$ cat src/rtl/scan_display_pkg.sv
// Shared types and default constants for the scan_display row-multiplexed LED driver.
package scan_display_pkg;

  typedef enum logic [2:0] {
    ST_IDLE,
    ST_CLEAR,
    ST_SHIFT,
    ST_LOAD,
    ST_DISPLAY,
    ST_BLANK
  } state_e;

  localparam int FRAME_BITS_DEF   = 72;
  localparam int NUM_ROWS_DEF     = 4;
  localparam int SCLK_DIV_DEF     = 16;
  localparam int LOAD_CYCLES_DEF  = 8;
  localparam int DISP_SCALE_DEF   = 16;
  localparam int BLANK_CYCLES_DEF = 64;

  // Counter width able to hold 0..n-1, never narrower than one bit.
  function automatic int clog2_min1(input int n);
    return (n > 1) ? $clog2(n) : 1;
  endfunction

  function automatic int max3(input int a, input int b, input int c);
    int m;
    m = (a > b) ? a : b;
    return (m > c) ? m : c;
  endfunction

endpackage

$ cat src/rtl/scan_display_if.sv
// Host-side inputs and panel-side outputs of scan_display, bundled for port connection.
interface scan_display_if #(
  parameter int FRAME_BITS = 72,
  parameter int NUM_ROWS   = 4
);
  logic                           enable;
  logic [FRAME_BITS*NUM_ROWS-1:0] display_bits;
  logic [7:0]                     brightness;
  logic                           sclk;
  logic                           sdata;
  logic                           sload;
  logic                           sclr_n;
  logic                           oe_n;
  logic [NUM_ROWS-1:0]            row_sel;
  logic                           frame_start;

  modport master (
    output enable, display_bits, brightness,
    input  sclk, sdata, sload, sclr_n, oe_n, row_sel, frame_start
  );

  modport slave (
    input  enable, display_bits, brightness,
    output sclk, sdata, sload, sclr_n, oe_n, row_sel, frame_start
  );
endinterface

$ cat src/rtl/scan_display_serial_shifter.sv
// Serialises one snapshotted row LSB first; sdata moves only on the sclk-low half.
module serial_shifter
  import scan_display_pkg::*;
#(
  parameter int FRAME_BITS = FRAME_BITS_DEF,
  parameter int SCLK_DIV   = SCLK_DIV_DEF
) (
  input  logic                  clk,
  input  logic                  rst_n,
  input  logic                  start,
  input  logic [FRAME_BITS-1:0] din,
  output logic                  sclk,
  output logic                  sdata,
  output logic                  done
);
  localparam int BIT_W = clog2_min1(FRAME_BITS);
  localparam int PH_W  = clog2_min1(2 * SCLK_DIV);
  localparam logic [BIT_W-1:0] LAST_BIT = BIT_W'(FRAME_BITS - 1);
  localparam logic [PH_W-1:0]  LAST_PH  = PH_W'(2 * SCLK_DIV - 1);
  localparam logic [PH_W-1:0]  HI_PH    = PH_W'(SCLK_DIV);

  logic                  active_q, active_d;
  logic [BIT_W-1:0]      bit_q, bit_d;
  logic [PH_W-1:0]       ph_q, ph_d;
  logic [FRAME_BITS-1:0] buf_q, buf_d;
  logic                  sclk_q, sclk_d;
  logic                  sdata_q, sdata_d;

  // High during the final cycle of the last bit, so the sequencer leaves SHIFT on time.
  assign done  = active_q && (bit_q == LAST_BIT) && (ph_q == LAST_PH);
  assign sclk  = sclk_q;
  assign sdata = sdata_q;

  always_comb begin
    active_d = active_q;
    bit_d    = bit_q;
    ph_d     = ph_q;
    buf_d    = buf_q;
    if (start) begin
      active_d = 1'b1;
      bit_d    = '0;
      ph_d     = '0;
      buf_d    = din;
    end else if (active_q) begin
      if (ph_q == LAST_PH) begin
        ph_d = '0;
        if (bit_q == LAST_BIT) begin
          active_d = 1'b0;
        end else begin
          bit_d = bit_q + 1'b1;
          buf_d = buf_q >> 1;
        end
      end else begin
        ph_d = ph_q + 1'b1;
      end
    end
    // Registered from next-state values so both lines line up with the sequencer's SHIFT cycles.
    sclk_d  = active_d && (ph_d >= HI_PH);
    sdata_d = active_d && buf_d[0];
  end

  always_ff @(posedge clk or negedge rst_n) begin
    if (!rst_n) begin
      active_q <= 1'b0;
      bit_q    <= '0;
      ph_q     <= '0;
      buf_q    <= '0;
      sclk_q   <= 1'b0;
      sdata_q  <= 1'b0;
    end else begin
      active_q <= active_d;
      bit_q    <= bit_d;
      ph_q     <= ph_d;
      buf_q    <= buf_d;
      sclk_q   <= sclk_d;
      sdata_q  <= sdata_d;
    end
  end

endmodule

$ cat src/rtl/scan_display.sv
// Row sequencer: CLEAR, SHIFT, LOAD, DISPLAY (PWM on oe_n), BLANK, then the next row.
module scan_display
  import scan_display_pkg::*;
#(
  parameter int FRAME_BITS   = FRAME_BITS_DEF,
  parameter int NUM_ROWS     = NUM_ROWS_DEF,
  parameter int SCLK_DIV     = SCLK_DIV_DEF,
  parameter int LOAD_CYCLES  = LOAD_CYCLES_DEF,
  parameter int DISP_SCALE   = DISP_SCALE_DEF,
  parameter int BLANK_CYCLES = BLANK_CYCLES_DEF
) (
  input logic           clk,
  input logic           rst_n,
  scan_display_if.slave bus
);
  localparam int DISP_LEN = 256 * DISP_SCALE;
  localparam int CNT_W    = clog2_min1(max3(LOAD_CYCLES, DISP_LEN, BLANK_CYCLES));
  localparam int ROW_W    = clog2_min1(NUM_ROWS);

  state_e               state_q, state_d;
  logic [CNT_W-1:0]     cnt_q, cnt_d;
  logic [ROW_W-1:0]     row_q, row_d;
  logic [7:0]           bright_q, bright_d;
  logic                 sload_q, sload_d;
  logic                 sclr_n_q, sclr_n_d;
  logic                 oe_n_q, oe_n_d;
  logic [NUM_ROWS-1:0]  row_sel_q, row_sel_d;
  logic                 frame_start_q, frame_start_d;

  logic [FRAME_BITS-1:0] row_bits;
  logic [NUM_ROWS-1:0]   row_onehot;
  logic [CNT_W-1:0]      on_len;
  logic                  shift_start, shift_done;

  assign row_bits    = bus.display_bits[int'(row_q) * FRAME_BITS +: FRAME_BITS];
  assign row_onehot  = NUM_ROWS'(1) << row_q;
  assign shift_start = (state_q == ST_CLEAR);

  serial_shifter #(
    .FRAME_BITS(FRAME_BITS),
    .SCLK_DIV  (SCLK_DIV)
  ) u_shifter (
    .clk  (clk),
    .rst_n(rst_n),
    .start(shift_start),
    .din  (row_bits),
    .sclk (bus.sclk),
    .sdata(bus.sdata),
    .done (shift_done)
  );

  always_comb begin
    state_d  = state_q;
    row_d    = row_q;
    bright_d = bright_q;
    unique case (state_q)
      ST_IDLE:    if (bus.enable) state_d = ST_CLEAR;
      ST_CLEAR:   state_d = ST_SHIFT;
      ST_SHIFT:   if (shift_done) state_d = ST_LOAD;
      ST_LOAD:    if (cnt_q == CNT_W'(LOAD_CYCLES - 1)) state_d = ST_DISPLAY;
      ST_DISPLAY: if (cnt_q == CNT_W'(DISP_LEN - 1)) state_d = ST_BLANK;
      ST_BLANK: begin
        if (cnt_q == CNT_W'(BLANK_CYCLES - 1)) begin
          // Row advances even when stopping, so a restart resumes at the following row.
          row_d   = (row_q == ROW_W'(NUM_ROWS - 1)) ? '0 : row_q + 1'b1;
          state_d = bus.enable ? ST_CLEAR : ST_IDLE;
        end
      end
      default:    state_d = ST_IDLE;
    endcase

    if (state_d != state_q || state_q == ST_IDLE || state_q == ST_CLEAR || state_q == ST_SHIFT)
      cnt_d = '0;
    else
      cnt_d = cnt_q + 1'b1;

    if (state_q == ST_LOAD && state_d == ST_DISPLAY)
      bright_d = bus.brightness;
    on_len = CNT_W'(bright_d) * CNT_W'(DISP_SCALE);

    sload_d       = (state_d == ST_LOAD);
    sclr_n_d      = (state_d != ST_CLEAR);
    frame_start_d = (state_d == ST_CLEAR) && (row_d == '0);
    oe_n_d        = !((state_d == ST_DISPLAY) && (cnt_d < on_len));

    // A single row never changes, so it is driven from the moment scanning starts.
    row_sel_d = row_sel_q;
    if (state_d == ST_IDLE)
      row_sel_d = '0;
    else if ((state_d == ST_LOAD && state_q != ST_LOAD) || NUM_ROWS == 1)
      row_sel_d = row_onehot;
  end

  always_ff @(posedge clk or negedge rst_n) begin
    if (!rst_n) begin
      state_q       <= ST_IDLE;
      cnt_q         <= '0;
      row_q         <= '0;
      bright_q      <= '0;
      sload_q       <= 1'b0;
      sclr_n_q      <= 1'b1;
      oe_n_q        <= 1'b1;
      row_sel_q     <= '0;
      frame_start_q <= 1'b0;
    end else begin
      state_q       <= state_d;
      cnt_q         <= cnt_d;
      row_q         <= row_d;
      bright_q      <= bright_d;
      sload_q       <= sload_d;
      sclr_n_q      <= sclr_n_d;
      oe_n_q        <= oe_n_d;
      row_sel_q     <= row_sel_d;
      frame_start_q <= frame_start_d;
    end
  end

  assign bus.sload       = sload_q;
  assign bus.sclr_n      = sclr_n_q;
  assign bus.oe_n        = oe_n_q;
  assign bus.row_sel     = row_sel_q;
  assign bus.frame_start = frame_start_q;

endmodule

$ cat src/flat_wrapper.sv
// flat-port wrapper written by rule: the top's interface ports become plain ports
module scan_display_flat import scan_display_pkg::*;
#(
  parameter int FRAME_BITS   = FRAME_BITS_DEF,
  parameter int NUM_ROWS     = NUM_ROWS_DEF,
  parameter int SCLK_DIV     = SCLK_DIV_DEF,
  parameter int LOAD_CYCLES  = LOAD_CYCLES_DEF,
  parameter int DISP_SCALE   = DISP_SCALE_DEF,
  parameter int BLANK_CYCLES = BLANK_CYCLES_DEF
)
  (clk, rst_n, bus_enable, bus_display_bits, bus_brightness, bus_sclk, bus_sdata, bus_sload, bus_sclr_n, bus_oe_n, bus_row_sel, bus_frame_start);
  scan_display_if #(.FRAME_BITS(FRAME_BITS), .NUM_ROWS(NUM_ROWS)) bus_i ();
  input logic clk;
  input logic rst_n;
  input wire logic [$bits(bus_i.enable)-1:0] bus_enable;
  input wire logic [$bits(bus_i.display_bits)-1:0] bus_display_bits;
  input wire logic [$bits(bus_i.brightness)-1:0] bus_brightness;
  output wire logic [$bits(bus_i.sclk)-1:0] bus_sclk;
  output wire logic [$bits(bus_i.sdata)-1:0] bus_sdata;
  output wire logic [$bits(bus_i.sload)-1:0] bus_sload;
  output wire logic [$bits(bus_i.sclr_n)-1:0] bus_sclr_n;
  output wire logic [$bits(bus_i.oe_n)-1:0] bus_oe_n;
  output wire logic [$bits(bus_i.row_sel)-1:0] bus_row_sel;
  output wire logic [$bits(bus_i.frame_start)-1:0] bus_frame_start;
  assign bus_i.enable = bus_enable;
  assign bus_i.display_bits = bus_display_bits;
  assign bus_i.brightness = bus_brightness;
  assign bus_sclk = bus_i.sclk;
  assign bus_sdata = bus_i.sdata;
  assign bus_sload = bus_i.sload;
  assign bus_sclr_n = bus_i.sclr_n;
  assign bus_oe_n = bus_i.oe_n;
  assign bus_row_sel = bus_i.row_sel;
  assign bus_frame_start = bus_i.frame_start;
  scan_display #(.FRAME_BITS(FRAME_BITS), .NUM_ROWS(NUM_ROWS), .SCLK_DIV(SCLK_DIV), .LOAD_CYCLES(LOAD_CYCLES), .DISP_SCALE(DISP_SCALE), .BLANK_CYCLES(BLANK_CYCLES)) u_core (.clk(clk), .rst_n(rst_n), .bus(bus_i));
endmodule
$ cat config.mk
export PLATFORM = sky130hd
export DESIGN_NAME = scan_display_flat
export DESIGN_NICKNAME = d
export VERILOG_FILES = /design/src/rtl/scan_display_pkg.sv /design/src/rtl/scan_display_if.sv /design/src/rtl/scan_display_serial_shifter.sv /design/src/rtl/scan_display.sv /design/src/flat_wrapper.sv
export SDC_FILE = /design/constraint.sdc
export NUM_CORES = 1
export LEC_CHECK = 0
export ABC_AREA = 1
export BUFFER_PORTS_ARGS = -buffer_cell sky130_fd_sc_hd__buf_2
export CAP_MARGIN = 40
export CORE_MARGIN = 5
export CORE_UTILIZATION = 24
export CTS_CLUSTER_SIZE = 16
export DETAILED_ROUTE_END_ITERATION = 10
export GPL_TIMING_DRIVEN = 0
export PLACE_DENSITY = 0.43
export REMOVE_ABC_BUFFERS = 1
export SYNTH_ARGS = -nofsm -noshare
export SYNTH_HDL_FRONTEND = slang
export SYNTH_SLANG_ARGS = --single-unit
$ cat constraint.sdc
create_clock -name clk -period 3.4 [get_ports clk]
set_input_delay 0.34 -clock clk [delete_from_list [all_inputs] [get_ports clk]]
set_output_delay 0.34 -clock clk [all_outputs]
set_load 0.1 [all_outputs]
=== Word level (Yosys, flattened, before mapping) ===
Index checks and enable logic that the tools add are counted.

* Order comparisons: 2
* Reduce and logical (&&, ||, !) cells: 19
* Eq/ne operators: 18
* $mul: 1
* $add $sub $neg: 4
* Multiplexer cells: 29
* Shift operators: 2

{| class="wikitable"
|+ Operators with widths
! operator !! count
|-
| $mux 72 || 4
|-
| $shiftx 288x32->72 || 1
|-
| $mux 7 || 4
|-
| $pmux 3 s6 || 1
|-
| $mux 3 || 5
|-
| $mux 5 || 3
|-
| $add 12x1->12 const B || 1
|-
| $eq 12x12->1 const B || 1
|-
| $eq 12x3->1 const B || 1
|-
| $eq 12x6->1 const B || 1
|-
| $lt 12x12->1 || 1
|-
| $mux 12 || 1
|-
| $eq 3x2->1 const B || 3
|-
| $eq 3x3->1 const B || 3
|-
| $logic_and 1x1->1 || 8
|-
| $mux 4 || 2
|-
| $mux 8 || 1
|-
| $add 7x1->7 const B || 1
|-
| $eq 7x7->1 const B || 1
|-
| $eq 3x1->1 const B || 2
|-
| $logic_not 3->1 || 2
|-
| $mul 2x4->6 const B || 1
|-
| $mux 2 || 3
|-
| $reduce_bool 2->1 || 3
|-
| 15 further kinds || 21
|}

* Logic and storage cells: 91
* Output and inout bits: 10
* Flip-flop bits (word level): 120
* Input port bits: 299

=== Longest topological paths before layout ===
* Word-level depth: 13
* Mapped depth: 19

=== Hierarchy ===
A second synthesis with hierarchy kept.

* Cell total of the unflattened synthesis: 1098
* Area total of the unflattened synthesis: 7987.7 um^2

{| class="wikitable"
|+ Modules (own cells, without submodules)
! module !! area an instance (um^2) !! times used !! seq. area each (um^2) !! cells an instance
|-
| serial_shifter || 4301.6 || 1 || 2177.1 || 482
|-
| scan_display || 3686.0 || 1 || 828.3 || 616
|}

=== Worst setup path before layout ===
No wires, ideal clock.

* Path kind: register to register
* Start point: register u_core.u_shifter.ph_q[1]
* End point: register u_core.oe_n_q, in the netlist u_core.bus.oe_n
* Arrival time: 2.540 ns
* Clock period less this slack: 2.623 ns
* Data required time: 3.317 ns
* Stages on the path, launching flop included: 18
* Buffers on the path: 1
* Slack: 0.777 ns
* Library setup time: 0.083 ns
* Cell sequence: dfrtp_1 > ha_1 > nand2_1 > nor2_1 > ha_1 > nand2_1 > nor2_1 > nand2_4 > o21ai_0 > nor2_2 > nand3_1 > buf_2 > nor2_1 > ha_1 > a21oi_1 > o31ai_1 > nor4_1 > nand2_1

* Longest elaborated chain between the ends: 12
* Elaborated cells between the ends (all ways): 15
* Classes of those cells: 1 x order compare; 3 x eq/ne; 4 x mux; 7 x reduce/logical

{| class="wikitable"
|+ Ends and longest elaborated chain
! what !! RTL line !! text
|-
| start, declared || scan_display_serial_shifter.sv:24 || <nowiki>logic [PH_W-1:0] ph_q, ph_d;</nowiki>
|-
| start signal, assigned || scan_display_serial_shifter.sv:73 || <nowiki>ph_q <= ph_d;</nowiki>
|-
| $eq 5x5->1 || scan_display_serial_shifter.sv:30 || <nowiki>assign done = active_q && (bit_q == LAST_BIT) && (ph_q == LAST_PH);</nowiki>
|-
| $logic_and 1x1->1 || scan_display_serial_shifter.sv:30 ||
|-
| $mux 3 || scan_display.sv:59 || <nowiki>ST_SHIFT: if (shift_done) state_d = ST_LOAD;</nowiki>
|-
| $pmux 3 s6 || scan_display.sv:56 || <nowiki>unique case (state_q)</nowiki>
|-
| $ne 3x3->1 || scan_display.sv:72 || <nowiki>if (state_d != state_q || state_q == ST_IDLE || state_q == ST_CLEAR || state_q == ST_SHIFT)</nowiki>
|-
| $logic_or 1x1->1 (3 in a row) || scan_display.sv:72 ||
|-
| $mux 12 || scan_display.sv:72 ||
|-
| via u_core.cnt_d[9] || scan_display.sv:21 || <nowiki>logic [CNT_W-1:0] cnt_q, cnt_d;</nowiki>
|-
| $lt 12x12->1 || scan_display.sv:84 || <nowiki>oe_n_d = !((state_d == ST_DISPLAY) && (cnt_d < on_len));</nowiki>
|-
| $logic_and 1x1->1 || scan_display.sv:84 ||
|-
| $logic_not 1->1 || scan_display.sv:84 ||
|-
| via u_core.oe_n_d || scan_display.sv:26 || <nowiki>logic oe_n_q, oe_n_d;</nowiki>
|-
| end signal, assigned || scan_display.sv:112 || <nowiki>oe_n_q <= oe_n_d;</nowiki>
|-
| end, declared || scan_display.sv:26 ||
|}

The timed path passes the listed nets, and every way through them passes these cells.
A chain may end at the register's enable or synchronous reset.

=== Worst setup path in the final report ===
* Start point: register u_core.u_shifter.ph_q[0]
* End point: register u_core.oe_n_q, in the netlist u_core.bus.oe_n

Same word-level chain as after synthesis.

==> run_results.csv <==
group,metric,value,unit
critical_path,path_delay_family,"simple AND/OR/NAND/NOR gates",
critical_path,crit_chain,"ha_1, nand2_1, nor2_1, ha_1, nand2_1, nor2_1, nand2_4, o21ai_0, nor2_2, nand3_4, nor2_1, ha_1, a21oi_1, o31ai_1, nor4_1, nand2_1",
critical_path,ff2ff_setup_slack,410,ps
power_and_ir_drop,p_comb_share,8.9,%
logic_synthesis,ys_top_cells_by_area,"dfrtp_1 (39%), nand2_1 (10%), a21oi_1 (10%), a221o_1 (9.4%), o221ai_1 (7.7%)",
timing,tns,0,ps
critical_path,worst-path-stages,16,
power_and_ir_drop,sw_frac_of_total,23.94,%
logic_synthesis,seq_area_frac_synth,39.81,%
route,drt_first_iter_violations,382,
cells_and_area,drive_gt1_share,30.98,%
grt,grt_pass1_vias,8194,
power_and_ir_drop,p_int,0.002748,W
power_and_ir_drop,peakVddDrop,0.0003102,V
critical_path,setup.worst_path.end_class,"flop",
timing,timing.slew.headroom,42.02,%
grt,grt_pass1_wl,43620,µm
critical_path,path_buf_inv,0,
grt,antenna_found_initial,7,
timing,skew,14.16,ps
outcome,status,"finished, final reports clean",
cells_and_area,multi_input_area,3764,µm²
cts,htreeDepth,4,
route,dr_total_vias,7833,
logic_synthesis,synth_cell_types,43,
cells_and_area,syn_to_final_growth,33.23,%
cts,clock_path_buffers,2,
timing,maxSlewViolCount,0,
logic_synthesis,syn_inst,944,
job,drv_cap,0,
floorplanning,die_w,187.4,µm
power_and_ir_drop,power.share.sequential,41.0,%
power_and_ir_drop,powerDensity,359.2,nW/µm²
min_path,hp-class,"in -> reg",
route,drt-pass1-iter-count,4,
logic_synthesis,syn_area_per_cell,7.998,µm²
route,routedWlPerCell,17.27,µm
grt,grt_overflow,0,
logic_synthesis,yosysWarnings,0,
cells_and_area,final_util,32.12,%
route,drc,0,
min_path,min_from,"bus_brightness[0]",
route,via_per_inst,4.826,
cts,cts_tree,"done",
cells_and_area,fillCellCount,3412,
critical_path,worstPathRequired,3730,ps
grt,gr-usage-all-layers,15.40,%
critical_path,r2r_start,"u_core.u_shifter.ph_q[0]",
critical_path,cp-endpoint,"u_core.bus.oe_n",
power_and_ir_drop,p_sw,0.0008648,W
floorplanning,die_y,187.4,µm
power_and_ir_drop,cellLeakagePower,5.255,nW
grt,grt_max_degree,84,
critical_path,cp.arrival,3330,ps
cts,numCtsBuffers,17,
cts,cts_sinks,120,
logic_synthesis,yosys.area.top_type_share,39.11,%
timing,fin_hold_ws,158.7,ps
critical_path,worst_path_max_delay_cell,"dfrtp_1",
timing,worst_pin_slew,869.8,ps
critical_path,critPathMaxStageDelay,400,ps
cts,clk_pin_slew,60,ps
logic_synthesis,synth_area,7550,µm²
placed_design,routabilityCongestion,0.7741,
logic_synthesis,yosys.area.top_type,"dfrtp_1",
cts,cts_setup_buffers,0,
critical_path,crit_path_max_fanout,11,
timing,finalSetupViolations,0,
logic_synthesis,ys_seq_elements,120,
cells_and_area,layout_common_cells,"buf_2 (307), nand2_1 (202), a21oi_1 (151)",
cells_and_area,register_area,3013,µm²
floorplanning,rows,65,
route,ant_nets,0,
floorplanning,start_util,24.11,%
cts,cts_root_buf,"clkbuf_16",
critical_path,reg2reg_to,"u_core.bus.oe_n",
timing,post-route-period-util,88.06,%
timing,hold_viol,0,
timing,fmax,0.3340,GHz
placed_design,hpwl,20420,µm
floorplanning,die_area,35100,µm²
placed_design,portBuffers,308,
critical_path,start_kind,"flop",
timing,fin_crit,2994,ps
power_and_ir_drop,clkPwrFrac,50.0,%
cells_and_area,layout.nets,1521,
critical_path,rr_worst_depth,16,
floorplanning,core_area,31310,µm²
floorplanning,pin_count,309,
critical_path,worstSetupPathType,"reg -> reg",
cells_and_area,layout_commonest_cell,"buf_2",
route,wirelength,28040,µm
critical_path,cp-startpoint,"u_core.u_shifter.ph_q[0]",
timing,rsz0062_at_grt,"false",
cts,clk_latency,420,ps
[cell families (layout without fill, tap and decap cells)]
logic type / Yosys count / in the layout / share of synthesized area, %
AOI/OAI and AO/OA: 320 / 320 / 29.63
xor gates and xnor gates: 6 / 6 / 0.6961
adders and majority gates: 15 / 15 / 2.486
buffers and inverters: 191 / 467 / 10.51
DFF: 120 / 120 / 39.81
muxes: 1 / 1 / 0.1326
other: 0 / 1 / 0
and+or+nand+nor: 291 / 291 / 16.74
[state kept, by name, indices dropped and copies added, names as in the netlist]
| register | flops |
|---|---|
| u_core.u_shifter.ph_q | 5 |
| u_core.row_q | 2 |
| u_core.cnt_q | 12 |
| u_core.u_shifter.bit_q | 7 |
| u_core.state_q | 3 |
| u_core.bus.row_sel | 4 |
| u_core.bus.sclr_n | 1 |
| u_core.u_shifter.active_q | 1 |
| u_core.u_shifter.sclk | 1 |
| u_core.bright_q | 8 |
| u_core.bus.oe_n | 1 |
| u_core.u_shifter.buf_q | 72 |
| u_core.bus.frame_start | 1 |
| u_core.u_shifter.sdata | 1 |
| u_core.bus.sload | 1 |
[synthesized netlist by cell type, drive strengths merged]
cell	instances
o41ai	1
o31ai	1
a31oi	4
nor4	1
xnor2	1
and3	1
buf	26
o221ai	66
or2	7
xor2	5
a21oi	151
a221oi	4
a211oi	2
nor3	17
a221o	71
nand3	17
nand3b	2
dfstp	2
nor3b	2
mux2i	1
nor2	37
o22ai	1
inv	119
clkbuf	46
nand2	204
ha	15
o21ai	19
nand4	3
dfrtp	118
[power groups by stage]
stage	logic (W)	clock network, W	registers, W
finish	0.000323	0.00181	0.00148
CTS	0.000331	0.00187	0.00148
global placement	0.000318	0	0.00151
detailed placement	0.000328	0	0.00151
floorplan	0.0000934	0	0.00151
global route	0.000365	0.00192	0.00149
[area by class of cell]
cell class                      instances  share of cell area [%]
Clock inverter                         14                   1.468
Tap cell                              402                   5.001
Multi-Input combinational cell        633                   37.42
Antenna cell                            1                 0.02488
Timing Repair Buffer                  316                   17.25
Inverter                              119                   4.515
Clock buffer                           18                   4.366
Sequential cell                       120                   29.95
[worst reg2reg max path: cells and delay by family, from the launching register on]
| kind | cells | cell delay (ps) |
|---|---|---|
| adder cells (fa/ha/maj) | 3 | 710 |
| AO/OA/AOI/OAI | 3 | 380 |
| AND/OR/NAND/NOR | 10 | 1420 |
| flip-flops | 1 | 400 |
[per-stage QoR]
stage / area, µm² / setup slack, ps / total power (W) / std cells
after floorplan: 7206 / -1842 / 0.001604 / 872
after global placement: 9250 / -5302 / 0.001827 / 1582
after detailed placement: 9447 / 125.8 / 0.001836 / 1589
after CTS: 10040 / 114.3 / 0.003681 / 1622
after global routing: 10060 / 67.78 / 0.003773 / 1622
final: 10060 / 406.0 / 0.003613 / 1623
[how the worst min path moves through the flow]
stage / depth (start not counted) / to
final: 3 / u_core.bright_q[0]
after global routing: 3 / u_core.bright_q[0]
after detailed placement: 1 / u_core.bright_q[5]
after global placement: 1 / u_core.cnt_q[0]
after floorplan: 0 / u_core.bright_q[0]
after CTS: 3 / u_core.bright_q[0]
[per-layer routing]
| layer | up-vias | track usage (%) | routed length, µm |
|---|---|---|---|
| li1 | 3880 | - | - |
| met1 | 3698 | 18.54 | 12190 |
| met2 | 208 | 26.36 | 13410 |
| met3 | 35 | 5.580 | 1975 |
| met4 | 12 | 3.584 | 382 |
| met5 | - | 0 | 80 |
[what timing repair did]
item                       4_1_cts  5_1_grt
hold endpoints to repair        46        0
hold buffers                     1        0
gates resized for setup          0        2
setup endpoints to repair        0        1
Power figures use the tool's default switching activity.
